### src/rtl/vertex_fetch.sv
// Vertex fetch engine: reads a header word (vertex count) and then x/y/z word
// triplets over an Avalon-MM read master, presenting each vertex on a valid/ready port.
module vertex_fetch #(
  parameter int ADDR_W = 26,
  parameter int CNT_W  = 16
) (
  input  logic              clk,
  input  logic              reset,
  input  logic              start,
  input  logic [ADDR_W-1:0] vertex_buffer_base,
  output logic [ADDR_W-1:0] avm_address,
  output logic              avm_read,
  input  logic              avm_waitrequest,
  input  logic [31:0]       avm_readdata,
  input  logic              avm_readdatavalid,
  output logic [31:0]       vtx_x,
  output logic [31:0]       vtx_y,
  output logic [31:0]       vtx_z,
  output logic              vtx_valid,
  input  logic              vtx_ready,
  output logic              vtx_last,
  output logic              busy,
  output logic              done
);

  typedef enum logic [2:0] {
    IDLE,
    HDR_REQ,
    HDR_WAIT,
    W_REQ,
    W_WAIT,
    OUT,
    DONE
  } state_t;

  state_t            state, state_nxt;
  logic [ADDR_W-1:0] addr;
  logic [CNT_W-1:0]  vtx_total;
  logic [CNT_W-1:0]  vtx_cnt;
  logic [1:0]        word_idx;
  logic              is_last;

  assign is_last = (vtx_cnt == vtx_total - CNT_W'(1));

  always_ff @(posedge clk) begin
    if (reset) state <= IDLE;
    else       state <= state_nxt;
  end

  always_comb begin
    state_nxt = state;
    case (state)
      IDLE:     if (start) state_nxt = HDR_REQ;
      HDR_REQ:  if (!avm_waitrequest) state_nxt = HDR_WAIT;
      HDR_WAIT: if (avm_readdatavalid)
                  state_nxt = (avm_readdata[CNT_W-1:0] == '0) ? DONE : W_REQ;
      W_REQ:    if (!avm_waitrequest) state_nxt = W_WAIT;
      W_WAIT:   if (avm_readdatavalid)
                  state_nxt = (word_idx == 2'd2) ? OUT : W_REQ;
      OUT:      if (vtx_ready) state_nxt = is_last ? DONE : W_REQ;
      DONE:     state_nxt = IDLE;
      default:  state_nxt = IDLE;
    endcase
  end

  // The address register always points at the next word to request, so it
  // advances on every accepted read and wraps naturally at 2^ADDR_W.
  always_ff @(posedge clk) begin
    if (reset) begin
      addr      <= '0;
      vtx_total <= '0;
      vtx_cnt   <= '0;
      word_idx  <= '0;
      vtx_x     <= '0;
      vtx_y     <= '0;
      vtx_z     <= '0;
    end else begin
      case (state)
        IDLE: begin
          if (start) begin
            addr      <= vertex_buffer_base;
            vtx_total <= '0;
            vtx_cnt   <= '0;
            word_idx  <= '0;
          end
        end
        HDR_REQ, W_REQ: begin
          if (!avm_waitrequest) addr <= addr + ADDR_W'(4);
        end
        HDR_WAIT: begin
          if (avm_readdatavalid) begin
            vtx_total <= avm_readdata[CNT_W-1:0];
            word_idx  <= '0;
          end
        end
        W_WAIT: begin
          if (avm_readdatavalid) begin
            case (word_idx)
              2'd0:    vtx_x <= avm_readdata;
              2'd1:    vtx_y <= avm_readdata;
              default: vtx_z <= avm_readdata;
            endcase
            word_idx <= (word_idx == 2'd2) ? 2'd0 : word_idx + 2'd1;
          end
        end
        OUT: begin
          if (vtx_ready) vtx_cnt <= vtx_cnt + CNT_W'(1);
        end
        default: ;
      endcase
    end
  end

  assign avm_read    = (state == HDR_REQ) || (state == W_REQ);
  assign avm_address = addr;
  assign vtx_valid   = (state == OUT);
  assign vtx_last    = vtx_valid && is_last;
  assign busy        = (state != IDLE);
  assign done        = (state == DONE);

endmodule

### config.mk
export PLATFORM = sky130hd
export DESIGN_NAME = vertex_fetch
export DESIGN_NICKNAME = d
export VERILOG_FILES = /design/src/rtl/vertex_fetch.sv
export SDC_FILE = /design/constraint.sdc
export NUM_CORES = 1
export LEC_CHECK = 0
export ABC_AREA = 1
export BUFFER_PORTS_ARGS = -buffer_cell sky130_fd_sc_hd__buf_4
export CAP_MARGIN = 30
export CORE_MARGIN = 2
export CORE_UTILIZATION = 30
export CTS_BUF_LIST = sky130_fd_sc_hd__clkbuf_8
export CTS_CLUSTER_SIZE = 16
export DETAILED_ROUTE_END_ITERATION = 8
export GPL_TIMING_DRIVEN = 0
export PLACE_DENSITY = 0.46
export SYNTH_ARGS = -nofsm -noshare
export SYNTH_HDL_FRONTEND = slang
export SYNTH_SLANG_ARGS = --single-unit
### constraint.sdc
create_clock -name clk -period 2.1 [get_ports clk]
set_input_delay 0.42 -clock clk [delete_from_list [all_inputs] [get_ports clk]]
set_output_delay 0.42 -clock clk [all_outputs]
set_load 0.005 [all_outputs]
==> impl_metrics.yaml <==
sta:
  worst_clock_skew_ns: 0.0218
  rsz0062_at_grt: "yes"
  worst_slew_pin_slew_ns: 0.713
  finish_stage_setup_viols: 1
  timing.final.crit_period_ns: 2.64
  hold_viol: 0
  slew_viol_final: 0
  max_freq_mhz: 379
  timing.max_slew.rel_slack_pct: 52.5
  min_period_over_period_pct: 126
  layout_setup_ws_ns: -0.538
critical_path:
  r2r_setup_slack_ns: 0.10
  worst_setup_path_type: "reg2out"
  timing.reg2reg.worst_path_depth: 14
  cp_max_fo: 5
  timing.critical_path.to_type: "output pin"
  crit_required_ns: 1.68
  critical_path.reg2reg.endpoint: "state[2]$_SDFFE_PP0P_"
  arrival_time_of_data_at_the_critical_path_endpoint_ns: 2.22
  regToRegStartpoint: "vtx_total[1]$_SDFFE_PP0P_"
  critPathLaunchType: "flip-flop"
power_and_ir_drop:
  share_comb_of_total_power_pct: 37.4
  power.density_cell_area_nw_per_um2: 983
  power.ir.vdd_worst_v: 0.000469
  power_switching_share_pct: 40.9
  switchingPower_uw: 4030
  cellInternalPower_uw: 5830
  share_seq_of_total_power_pct: 37.0
  share_of_total_power_in_the_clock_network_pct: 25.6
  power.leakage_uw: 0.00434
  total_power_uw: 9850
placed_design:
  port_buffers: 189
  gp_congestion: 0.955
  placed_cell_area_um2: 9180
  hpwlAfterDp_mm: 20.0
logic_synthesis:
  mappedNetlistNets: 1099
  number_of_unique_standard_cell_types_used_by_synthesis: 44
  yosysWarnings: 0
  synth.ff_latch_count: 159
  synth_area_leaders: "dfxtp_1, o21ai_0, a21oi_1"
  area_share_of_the_leading_cell_type_in_the_synthesized_netlist_pct: 43.3
  synthesis.area_um2: 7360
  syn-instance-count: 1032
  yosysTopAreaCell: "dfxtp_1"
  synthesis.area_per_instance_um2: 7.13
  sequential_share_of_the_synthesized_area_pct: 43.3
die:
  fp.dieH_um: 161
  initial_cell_density_of_the_core_pct: 30.4
  std_cell_rows: 57
  ioPinCount: 191
  core_um2: 24200
  dieWidth_um: 161
  design.die.area_um2: 25800
final_layout:
  regArea_um2: 3200
  multi_input_comb_area_um2: 3700
  fillCellCount: 2587
  post_route_cells_drive_above_1_share_pct: 26.1
  area_growth_syn_to_layout_pct: 36.2
  finalNetCount: 1326
  antenna-diode-count: 0
  finalInstanceArea_um2: 10000
drt:
  vias: 7567
  antenna_left: 0
  post_drt_via_cell_ratio: 4.74
  route.detailed.wl_per_inst_um: 16.7
  drcViolationCount: 0
  drt_iter0_drc: 492
  detail_route.wirelength_mm: 26.6
  detailedRoute.firstPassIterationCount: 5
grt:
  grt_antenna_before_repair: 0
  global_route.usage.total_pct: 20.5
  grt_start_max_net_pins: 20
  grt_overflow_total: 0
  grt_pass1_vias: 7164
  grt_pass1_wl_mm: 41.1
job:
  max-cap-violations: 0
worst_hold_path:
  min_path_cells: 3
  min_delay_worst_endpoint: "vtx_x[20]$_SDFFE_PP0P_"
  holdCritPathClass: "in2reg"
  worstHoldStart: "avm_readdata[20]"
clock_tree:
  hold_buffers: 0
  clock_tree_from_tritoncts: "built"
  ctsLongestPathBuffers: 2
  cts.sinks: 159
  numCtsBuffers: 17
  cts_htree_levels: 4
  clock_latency_ns: 0.48
  clock_tree.root_cell: "clkbuf_8"
  clkSlewWorstSetupHoldPaths_ns: 0.12
outcome:
  failing_checks: "negative setup slack"
  run_status: "finished, violations left"
routing by layer:
metal,global-route usage (%),up-vias,wire length [µm]
li1,-,3863,-
met1,26.9,3503,12000
met2,32.7,183,12300
met3,6.87,18,1980
met4,4.59,0,346
met5,0,-,0
worst max-delay path, cell delays in order, from the launching register on:
cell	delay [ns]
dfxtp_1	0.36
nor2_1	0.16
nand2_1	0.13
nor2_1	0.28
nand2_1	0.10
nand2_1	0.09
nand2_1	0.06
nor3b_1	0.22
nand4_1	0.14
nor2_1	0.11
buf_4	0.12
power by group through the flow:
stage / logic (µW) / clock network [µW] / registers (µW)
5_1_grt: 4160 / 2740 / 3690
4_1_cts: 3400 / 2600 / 3630
2_1_floorplan: 2180 / 0 / 3600
3_3_place_gp: 3250 / 0 / 3690
6_report: 3690 / 2520 / 3650
3_5_place_dp: 3240 / 0 / 3690
what timing repair did:
item,4_1_cts,5_1_grt
gates cloned,0,1
setup buffers,3,17
hold endpoints to repair,0,0
resized for setup,28,50
pin swaps,8,22
setup endpoints to repair,36,92
cells in the mapped netlist, drive strengths merged:
cell,number
a211oi,13
o211ai,6
a31oi,2
clkinv,1
or2,8
o32ai,2
or3,1
nand3b,7
xnor3,1
a21oi,124
o21a,2
xnor2,14
buf,17
xor2,11
ha,3
nand3,39
o21ai,131
nor4,7
inv,117
o22ai,2
nor2,154
nand2,150
nor3b,1
clkbuf,30
a221oi,3
dfxtp,159
and2,1
nand4,11
nor3,14
o221ai,1
cell type report:
class,count,area share [%]
Timing Repair Buffer,209,15.6
Sequential cell,159,31.9
Timing Repair inverter,1,0.0499
Buffer,45,2.42
Inverter,118,4.56
Clock buffer,17,2.33
Multi-Input combinational cell,708,36.9
Tap cell,324,4.04
Clock inverter,15,2.20
per-stage QoR:
step	instances	utilization [%]	setup TNS, ns	setup WS (ns)	hold WS [ns]
final	1596	41.5	-0.538	-0.538	0.177
after global routing	1596	41.5	-0.888	-0.649	0.135
after CTS	1580	40.3	-0.643	-0.635	0.143
after detailed placement	1545	38.0	-1.90	-0.274	0.437
after global placement	1545	38.0	-1.87	-0.308	0.433
after floorplan	1032	-	0	0.146	0.440
registers in the layout (all words and copies together), names as in the netlist:
name         flops
vtx_z           32
vtx_x           32
avm_address     26
state            3
vtx_cnt         16
word_idx         2
vtx_y           32
vtx_total       16
placed cells by master, fill, tap and decap left out, drive strengths merged:
cell        n
buf       226
dfxtp     159
nor2      154
nand2     150
o21ai     131
a21oi     124
inv       121
clkbuf     45
nand3      39
xnor2      14
nor3       14
a211oi     13
xor2       11
nand4      11
clkinv     10
or2         8
nand3b      7
nor4        7
o211ai      6
a221oi      3
ha          3
o21a        2
o32ai       2
o22ai       2
a31oi       2
clkinvlp    2
and2        1
nor3b       1
or3         1
o221ai      1
xnor3       1
bufinv      1
how the worst max path moves through the flow:
stage | start | end | slack, ns | cells after the start
6_report | vtx_total[5]$_SDFFE_PP0P_ | vtx_last | -0.54 | 10
5_1_grt | vtx_total[0]$_SDFFE_PP0P_ | vtx_last | -0.65 | 11
4_1_cts | vtx_total[0]$_SDFFE_PP0P_ | vtx_last | -0.63 | 11
3_5_place_dp | vtx_total[0]$_SDFFE_PP0P_ | vtx_last | -0.27 | 11
3_3_place_gp | vtx_total[0]$_SDFFE_PP0P_ | vtx_last | -0.31 | 11
2_1_floorplan | vtx_total[0]$_SDFFE_PP0P_ | vtx_last | 0.15 | 10
logic make-up after synthesis:
family	synth area share (%)
AND/OR/NAND/NOR	23.5
AO/OA/AOI/OAI	20.5
buffers and inverters	8.89
flip-flops	43.3
XOR/XNOR	3.28
adder cells (fa/ha/maj)	0.510
Power figures use the tool's default switching activity.
